**src/rtl/fifo_sync_param.sv**
```systemverilog
// fifo_sync_param: parametrised single-clock FIFO with occupancy count, thresholds, sticky errors and flush
module fifo_sync_param #(
    parameter int WIDTH    = 8,
    parameter int DEPTH    = 8,
    parameter int AF_LEVEL = DEPTH - 2,
    parameter int AE_LEVEL = 2
) (
    input  logic                   clk,
    input  logic                   nrst,
    input  logic                   flush,
    input  logic [WIDTH-1:0]       data_in,
    input  logic                   w_en,
    input  logic                   r_en,
    input  logic                   err_clr,
    output logic [WIDTH-1:0]       data_out,
    output logic                   valid,
    output logic [$clog2(DEPTH):0] count,
    output logic                   empty,
    output logic                   full,
    output logic                   almost_empty,
    output logic                   almost_full,
    output logic                   overflow,
    output logic                   underflow
);
    localparam int AW = $clog2(DEPTH);
    localparam logic [AW:0] C_FULL = (AW+1)'(DEPTH);
    localparam logic [AW:0] C_AF = (AW+1)'(AF_LEVEL);
    localparam logic [AW:0] C_AE = (AW+1)'(AE_LEVEL);
    logic [WIDTH-1:0] mem [DEPTH];
    logic [AW-1:0] wr_ptr, rd_ptr;
    logic wr_acc, rd_acc;
    assign wr_acc = w_en & (~full | r_en);
    assign rd_acc = r_en & ~empty;
    assign empty = count == '0;
    assign full = count == C_FULL;
    assign almost_empty = count <= C_AE;
    assign almost_full = count >= C_AF;
    // storage array, deliberately not reset
    always_ff @(posedge clk) begin
        if (nrst && !flush && wr_acc) mem[wr_ptr] <= data_in;
    end
    // pointers and occupancy; flush clears them like reset
    always_ff @(posedge clk) begin
        if (!nrst || flush) begin
            wr_ptr <= '0;
            rd_ptr <= '0;
            count <= '0;
        end else begin
            if (wr_acc) wr_ptr <= wr_ptr + AW'(1);
            if (rd_acc) rd_ptr <= rd_ptr + AW'(1);
            if (wr_acc & ~rd_acc) count <= count + (AW+1)'(1);
            else if (rd_acc & ~wr_acc) count <= count - (AW+1)'(1);
        end
    end
    // registered read port; data_out holds when nothing is read
    always_ff @(posedge clk) begin
        if (!nrst) begin
            data_out <= '0;
            valid <= 1'b0;
        end else begin
            valid <= rd_acc & ~flush;
            if (rd_acc & ~flush) data_out <= mem[rd_ptr];
        end
    end
    // sticky error flags; a new error beats err_clr, flush never sets them
    always_ff @(posedge clk) begin
        if (!nrst) begin
            overflow <= 1'b0;
            underflow <= 1'b0;
        end else begin
            overflow <= (~flush & w_en & ~wr_acc) | (overflow & ~err_clr);
            underflow <= (~flush & r_en & ~rd_acc) | (underflow & ~err_clr);
        end
    end
endmodule

```
**config.mk**
```make
export PLATFORM = sky130hd
export DESIGN_NAME = fifo_sync_param
export DESIGN_NICKNAME = d
export VERILOG_FILES = /design/src/rtl/fifo_sync_param.sv
export SDC_FILE = /design/constraint.sdc
export NUM_CORES = 1
export LEC_CHECK = 0
export CAP_MARGIN = 20
export CORE_UTILIZATION = 55
export DETAILED_ROUTE_END_ITERATION = 7
export GPL_TIMING_DRIVEN = 0
export PLACE_DENSITY = 0.87
export SYNTH_ARGS = -nofsm -noshare
export SYNTH_HDL_FRONTEND = slang
export SYNTH_SLANG_ARGS = --single-unit
```
**constraint.sdc**
```tcl
create_clock -name clk -period 3.4 [get_ports clk]
set_input_delay 1.02 -clock clk [delete_from_list [all_inputs] [get_ports clk]]
set_output_delay 1.02 -clock clk [all_outputs]
set_load 0.02 [all_outputs]
```
## After elaboration in Yosys (flattened, before gate mapping)

Memories as Yosys holds them, arrays and structs flattened. A register that Yosys moved wholly into a read port is not among the register bits.
Index checks and enable logic that the tools add are counted.
Widths: inputs -> output; s select.

| word-level totals | value |
|---|---|
| flip-flop bits (word level) | 13 |
| bits in latches | 0 |
| memory bits (writable) | 64 |
| bits in read-only memories | 0 |
| input port bits | 14 |
| word-level logic and storage cells | 46 |
| memories kept | 1 |

| operators by class | value |
|---|---|
| add/sub/neg operators | 4 |
| multipliers | 0 |
| div/mod/pow operators | 0 |
| $lt $le $gt $ge | 2 |
| equality and inequality tests | 1 |
| shift operators | 0 |
| muxes and demuxes | 4 |
| bitwise operators | 20 |
| reductions and logical operators | 8 |

Memory list:

| memory | depth | width | rd ports | clocked after memory_dff | wr ports | RTL line | source |
|---|---|---|---|---|---|---|---|
| mem | 8 | 8 | 1 | 1 | 1 | 29 | `logic [WIDTH-1:0] mem [DEPTH];` |

Operators with widths:

| kind | count |
|---|---|
| $and 1x1->1 | 11 |
| $mux 4 | 2 |
| $add 3x1->3 const B | 2 |
| $not 1->1 | 6 |
| $add 4x1->4 const B | 1 |
| $eq 4x4->1 const B | 1 |
| $ge 4x3->1 const B | 1 |
| $le 4x2->1 const B | 1 |
| $logic_not 4->1 | 1 |
| $sub 4x1->4 const B | 1 |
| $logic_not 1->1 | 3 |
| $or 1x1->1 | 3 |
| $logic_and 1x1->1 | 2 |
| $mux 1 | 2 |
| $reduce_bool 2->1 | 1 |
| $logic_or 1x1->1 | 1 |

## Depth between registers and ports, before layout

Gate-level depths: netlist of run 1.

| depth | value |
|---|---|
| word-level depth | 8 |
| depth in mapped cells | 10 |

## Least setup slack after synthesis of run 1

OpenSTA, ideal clock, no wires.

| timing path | value |
|---|---|
| kind | reg-to-reg |
| start point | reg count[3] |
| end point | reg count[3] |
| arrival time | 2449 ps |
| path slack | 835 ps |
| cell stages (with the launch flop) | 10 |
| clock period less this slack | 2565 ps |
| cells stage by stage | dfxtp_1 or4b_4 o21a_1 ha_1 inv_1 ha_1 a21oi_1 a211o_1 a211oi_1 a31o_2 |

| on the way | value |
|---|---|
| longest elaborated chain between the ends | 7 |
| elaborated cells on any way between the ends | 16 |

RTL lines:

| element | RTL line | source |
|---|---|---|
| start: declaration | 17 | `output logic [$clog2(DEPTH):0] count,` |
| start signal: assignment | 51 | `if (wr_acc & ~rd_acc) count <= count + (AW+1)'(1);` |
| start signal: assignment | 52 | `else if (rd_acc & ~wr_acc) count <= count - (AW+1)'(1);` |
| $eq 4x4->1 (*) | 35 | `assign full = count == C_FULL;` |
| $not 1->1 (*) | 32 | `assign wr_acc = w_en & (~full \| r_en);` |
| $or 1x1->1 (*) | 32 |  |
| $and 1x1->1 (*) | 32 |  |
| named net wr_acc | 31 | `logic wr_acc, rd_acc;` |
| $not 1->1 | 52 |  |
| $and 1x1->1 | 52 |  |
| $reduce_bool 2->1 (no source line) | -- |  |

Mark *: on every way through the listed nets, which the timed path passes. The rest lies on a longest branch. The select of a mux whose other input is x is not followed.
A chain may end at the register's enable or synchronous reset.

## Worst setup path after layout of run 1

| timing path | value |
|---|---|
| start point | in r_en |
| end point | mem mem[3][6], enable pin |

| on the way | value |
|---|---|
| longest elaborated chain between the ends | 5 |

RTL lines:

| element | RTL line | source |
|---|---|---|
| start: declaration | 13 | `input logic r_en,` |
| $or 1x1->1 | 32 |  |
| $and 1x1->1 | 32 |  |
| named net wr_acc | 31 |  |
| $logic_and 1x1->1 | 40 | `if (nrst && !flush && wr_acc) mem[wr_ptr] <= data_in;` |
| $mux 1 | 40 |  |
| $mux 1 (not written as such) | 40 |  |
| end: declaration | 29 |  |

The timed path passes the listed nets, and every way through them passes these cells.

==> metrics.md, run 1 <==
| Metric | Value |
|---|---|
| Yosys top cell by area | `edfxtp_1` |
| CP Launch Point | `r_en` |
| Worst-path fanout max | `7` |
| Die X | `80.4 µm` |
| DR vias | `1949` |
| Final-report hold violation count | `0` |
| Stages on worst setup path | `5` |
| Router iterations before antenna repair | `4` |
| Clock slew seen by the registers of the worst setup and hold paths | `90 ps` |
| RSZ-0062 raised after global routing | `false` |
| RR Startpoint | `count[3]$_SDFFE_PP0P_` |
| # IOs | `33` |
| Fillers | `392` |
| Hold buffers post-CTS | `0` |
| Syn nets | `227` |
| Ys async rst share | `0` |
| Crit. End Element | `register` |
| Worst path buffer plus inverter count | `2` |
| Worst R2R End | `count[3]$_SDFFE_PP0P_` |
| Seq/Total Area, Yosys | `0.693` |
| Max_cap viols | `0` |
| DP Cell Count | `318` |
| Status | `complete, no violations` |
| Grt total ovfl | `0` |
| Worst Path Arrival | `3180 ps` |
| Initial Util | `0.571` |
| WL final | `6140 µm` |
| R2R cell count | `9` |
| WHS Path Cells | `2` |
| Worst setup margin | `290 ps` |
| CTS tree | `built` |
| Skew-Pair Late Insertion Delay | `350 ps` |
| # nets final | `274` |
| Critical path startpoint category | `primary input` |
| Final Cycle Share | `0.915` |
| Vias in the first global route | `1783` |
| Post-synth EDFFs | `64` |
| # diodes | `0` |
| Clock Sinks | `85` |
| Avg Cell Area, Syn | `16.3 µm²` |
| Layout cell share with drive strength beyond 1 | `0.193` |
| DR DRC count | `0` |
| Count leader, synth | `edfxtp_1` |
| Minimum clock period | `3110 ps` |
| Drt via density | `5.84` |
| Number of nets with antenna violations after routing | `0` |
| Post-CTS resize count | `0` |
| Final instance count without filler cells | `334` |
| Cell Area, Placed | `0.00382 mm²` |
| CTS root buffer | `clkbuf_8` |
| P_leak | `1.36 nW` |
| HP Class | `register to register` |
| Avg WL per Cell | `18.4 µm` |
| Ys flop type | `edfxtp_1` |
| Top-area cell type share of the netlist area | `0.568` |
| Clock buffer depth | `2` |
| Cells after Synth | `207` |
| Max-slew violation count | `0` |
| Final setup vio count | `0` |
| Initial antenna violation count | `0` |
| Post-DP HPWL | `4210 µm` |
| Slowest Stage Delay on Critical Path | `800 ps` |
| WHS | `507 ps` |
| Buffers on Ports | `32` |
| Worst Skew | `11.3 ps` |
| Worst-margin pin slew | `922 ps` |
| Top post-synthesis cells by area | `edfxtp_1 57%, dfxtp_1 12%, mux4_2 11%` |
| Crit Path Class | `primary input to register` |
| Post-placement worst setup slack | `-105 ps` |
| CP cell instances | `clkdlybuf4s50_1 > o21a_1 > nand3_1 > nor3b_1 > buf_4` |
| GRT Overall Usage | `0.207` |
| Layout area overhead | `19.8%` |
| DIE AREA | `0.00646 mm²` |
| Row count | `28` |
| Largest net degree at the start of global routing | `17` |
| Die Span Y | `80.4 µm` |
| Number of synthesized register bits | `85` |
| H-tree Lvls | `3` |
| Synth cell types | `39` |
| Synthesized area | `0.00338 mm²` |
| Critical-path top delay cell | `nor3b_1` |
| Peak VDD IR | `0.000280 V` |
| Delay-heaviest family, CP | `simple AND/OR/NAND/NOR gates` |
| Slew headroom | `0.384` |
| Number of setup buffers added after CTS | `0` |
| Global-route wire length before repair | `9130 µm` |
| Cts bufs inserted | `9` |
| WHS Endpoint | `data_out[1]$_SDFFE_PN0P_` |
| Final TNS setup | `0 ps` |
| Post-synth top cells | `64 x edfxtp_1, 22 x nor2_1, 21 x dfxtp_1, 16 x mux4_2, 8 x o22ai_1` |
| Register-to-register setup slack | `710 ps` |
| Hold Startpoint | `data_out[1]$_SDFFE_PN0P_` |
| Peak Freq | `322 MHz` |
| Yosys warning count | `0` |
| RD Place Congestion | `0.730` |
| Power per standard cell area | `558 mW/mm²` |
| DRT iter0 DRCs | `201` |
| Design Area, Final | `0.00405 mm²` |
| WP data required | `3470 ps` |
| Core Area | `0.00592 mm²` |
-- flip-flops by register name (all words and copies together), names as in the netlist --
name	count
mem	64
underflow	1
data_out	8
wr_ptr	3
rd_ptr	3
count	4
valid	1
overflow	1
-- through the flow --
stage	utilization	power [mW]
4_1_cts	0.684	2.27
3_3_place_gp	0.641	1.47
3_5_place_dp	0.646	1.48
6_report	0.684	2.26
5_1_grt	0.684	2.34
2_1_floorplan	-	1.37
-- layer usage --
metal  GRT usage  vias to the layer above  routed length [µm]
li1            -                      891                   -
met1       0.282                      949                2620
met2       0.290                       94                2920
met3      0.0591                       15                 447
met4       0.132                        0                 152
met5           0                        -                   0
-- cell type report --
class | instances | area [µm²] | share of cell area
Clock buffer | 9 | 124 | 0.0306
Buffer | 10 | 58.8 | 0.0145
Sequential cell | 85 | 2340 | 0.578
Timing Repair Buffer | 36 | 348 | 0.0859
Tap cell | 75 | 93.8 | 0.0232
Inverter | 4 | 15.0 | 0.00371
Clock inverter | 7 | 105 | 0.0259
Multi-Input combinational cell | 108 | 965 | 0.238
-- cell families (layout without fill, tap and decap cells) --
| kind of cell | Yosys count | after routing | synth area share |
|---|---|---|---|
| adder cells (fa/ha/maj) | 6 | 6 | 0.0244 |
| XOR/XNOR | 6 | 6 | 0.0155 |
| buffers and inverters | 14 | 66 | 0.0218 |
| AO/OA/AOI/OAI | 28 | 28 | 0.0526 |
| multiplexers | 18 | 18 | 0.113 |
| AND/OR/NAND/NOR | 50 | 50 | 0.0803 |
| flip-flops | 85 | 85 | 0.693 |
-- power by group --
part | leakage, nW | switching (mW) | total [mW] | internal [mW]
Sequential | 0.747 | 0.0217 | 1.16 | 1.14
Combinational | 0.495 | 0.151 | 0.297 | 0.146
Clock | 0.113 | 0.378 | 0.804 | 0.426
Total | 1.36 | 0.550 | 2.26 | 1.71
-- cells in the final DEF, fill, tap and decap left out, types with 4 or more instances in the layout --
cell             instances
o22ai_1                  8
nor2b_1                  5
nand3_1                  5
a21oi_1                  4
clkdlybuf4s50_1         32
dfxtp_1                 21
o21ai_1                  7
nor2_1                  22
buf_4                    4
ha_1                     5
mux4_2                  16
edfxtp_1                64
clkbuf_8                 9
inv_1                    4
-- worst register-to-register path, cell delays in order, from the launching register on --
cell      delay, ps
dfxtp_1         460
or4b_4          520
o21a_1          260
ha_1            240
inv_1           130
ha_1            290
a21oi_1         220
a211o_1         170
a211oi_1         70
a31o_2          230
-- how the worst max path moves through the flow --
stage / endpoint / slack [ps]
after floorplan: count[3]$_SDFFE_PP0P_ / 830
after global placement: mem[3][6]$_DFFE_PP_ / -220
after detailed placement: mem[3][6]$_DFFE_PP_ / -110
after CTS: empty / 280
after global routing: mem[3][6]$_DFFE_PP_ / 130
final: mem[3][6]$_DFFE_PP_ / 290
No activity file was read; power rests on OpenSTA's default activity.
==> run 2: changes to the inputs <==
Settings changed: CORE_UTILIZATION 55 to 56, PLACE_DENSITY 0.87 to 0.88.
Clock period 3.4 ns to 3.3 ns, I/O delays scaled along.
==> run 2 against run 1 <==
Net effect: combinational power rose by 3%; sequential power rose by 3%; core utilization rose by 2.5 points; highest routed layer unchanged.
==> metrics.md, run 2 (same netlist as run 1, synthesis figures left out) <==
| Metric | Value |
|---|---|
| Worst-path fanout max | `8 (+1)` |
| Power Total | `2.24 mW (-0.71%)` |
| WHS | `512 ps (+4.39 ps)` |
| Status | `complete, no violations` |
| Final Cycle Share | `0.937` |
| Number of nets with antenna violations after routing | `0 (unchanged)` |
| Global-route wire length before repair | `9540 µm (+4.5%)` |
| Biggest regs | `mem (64), data_out (8), count (4)` |
| DIE AREA | `0.00635 mm² (-1.7%)` |
| Most common cell after layout, fill and taps aside | `edfxtp_1` |
| Clock buffer depth | `2 (unchanged)` |
| Critical-path top delay cell | `clkdlybuf4s50_1` |
| Initial Util | `0.596 (+0.0247)` |
| Most flop-heavy register | `mem` |
| CP cell instances | `or4_4 > buf_6 > inv_1 > clkdlybuf4s50_1` |
| Final core utilization | `0.709 (+0.0252)` |
| Final TNS setup | `0 ps (unchanged)` |
| Crit. End Element | `primary output` |
| Power per standard cell area | `557 mW/mm² (about the same)` |
| Max-slew violation count | `0 (unchanged)` |
| Critical path startpoint category | `register` |
| Final-report hold violation count | `0 (unchanged)` |
| Most frequent cells in the layout | `64 x edfxtp_1, 32 x clkdlybuf4s50_1, 22 x nor2_1` |
| DP Cell Count | `315 (-0.94%)` |
| Worst Path Arrival | `2100 ps (-1080 ps)` |
| H-tree Lvls | `3 (unchanged)` |
| RD Place Congestion | `0.755 (+3.4%)` |
| Drt via density | `5.83 (about the same)` |
| # IOs | `33 (unchanged)` |
| Worst Skew | `7.87 ps (-3.44 ps)` |
| Crit Path Class | `register to primary output` |
| WL final | `6110 µm (-0.42%)` |
| Cell Area, Placed | `0.00382 mm² (about the same)` |
| Worst-margin pin slew | `880 ps (-41.7 ps)` |
| # nets final | `274 (unchanged)` |
| Peak Freq | `323 MHz` |
| Max_cap viols | `0 (unchanged)` |
| Router iterations before antenna repair | `4 (unchanged)` |
| CTS tree | `built` |
| Minimum clock period | `3090 ps` |
| Grt total ovfl | `0 (unchanged)` |
| Die Span Y | `79.7 µm (-0.87%)` |
| CTS root buffer | `clkbuf_8` |
| Vias in the first global route | `1877 (+5.3%)` |
| DR DRC count | `0 (unchanged)` |
| Initial antenna violation count | `0 (unchanged)` |
| Avg WL per Cell | `18.5 µm (+0.48%)` |
| HP Class | `register to register` |
| Layout cell share with drive strength beyond 1 | `0.189 (-0.00386)` |
| Row count | `27 (-3.6%)` |
| Design Area, Final | `0.00403 mm² (-0.62%)` |
| Clock slew seen by the registers of the worst setup and hold paths | `80 ps (about the same)` |
| Die X | `79.7 µm (-0.87%)` |
| RSZ-0062 raised after global routing | `false` |
| Slowest Stage Delay on Critical Path | `590 ps (-210 ps)` |
| DRT iter0 DRCs | `103 (-49%)` |
| Slew headroom | `0.412 (+0.0279)` |
| Max reg flops | `64 (unchanged)` |
| Post-DP HPWL | `4180 µm (-0.58%)` |
| Layout area overhead | `19.1%` |
| Skew-Pair Late Insertion Delay | `350 ps (about the same)` |
| Post-CTS resize count | `0 (unchanged)` |
| Largest net degree at the start of global routing | `15 (-2)` |
| Hold buffers post-CTS | `0 (unchanged)` |
| Peak VDD IR | `0.000360 V (+29%)` |
| Buffers on Ports | `32 (unchanged)` |
| DR vias | `1930 (-0.97%)` |
| Clock Sinks | `85 (unchanged)` |
| Fillers | `367 (-6.4%)` |
| Final setup vio count | `0 (unchanged)` |
| WP data required | `2310 ps (-1160 ps)` |
| GRT Overall Usage | `0.219 (+0.0122)` |
| Worst setup margin | `206 ps (-83.6 ps)` |
| # diodes | `0 (unchanged)` |
| Number of setup buffers added after CTS | `0 (unchanged)` |
| Cts bufs inserted | `9 (unchanged)` |
| P_leak | `1.35 nW (-0.27%)` |
| Final instance count without filler cells | `331 (-0.90%)` |
| Core Area | `0.00568 mm² (-4.1%)` |
| Post-placement worst setup slack | `-200 ps (-94.8 ps)` |
## run 2: worst max-delay path, delay by kind of cell (launching register included)
kind | cells | cell delay [ps]
buffers and inverters | 3 | 810
AND/OR/NAND/NOR | 1 | 560
flip-flops | 1 | 390
## run 2: report_power, final
part           switching, mW  internal (mW)
Combinational          0.155          0.151
Clock                  0.346          0.396
Sequential            0.0239           1.17
Total                  0.525           1.72
## run 2: metal layers
metal,global-route usage,wire (µm),vias up
met5,0,0,-
met4,0.0945,68,0
met3,0.0651,435,5
met2,0.345,3120,70
met1,0.282,2490,957
li1,-,-,898
## run 2: path summary, 6_finish.rpt
kind                                  from                  endpoint  slack [ps]  cells after the start
setup / recovery     count[2]$_SDFFE_PP0P_                     empty         210                      4
hold / removal    data_out[5]$_SDFFE_PN0P_  data_out[5]$_SDFFE_PN0P_         510                      2
setup reg to reg     count[3]$_SDFFE_PP0P_     count[3]$_SDFFE_PP0P_         630                      9
hold reg to reg   data_out[5]$_SDFFE_PN0P_  data_out[5]$_SDFFE_PN0P_         510                      2
## run 2: final cells by class
class	count	area, µm²	area share
Timing Repair Buffer	36	348	0.0864
Buffer	10	58.8	0.0146
Tap cell	72	90.1	0.0224
Inverter	4	15.0	0.00373
Clock buffer	11	153	0.0379
Clock inverter	5	55.1	0.0137
Sequential cell	85	2340	0.582
Multi-Input combinational cell	108	965	0.240
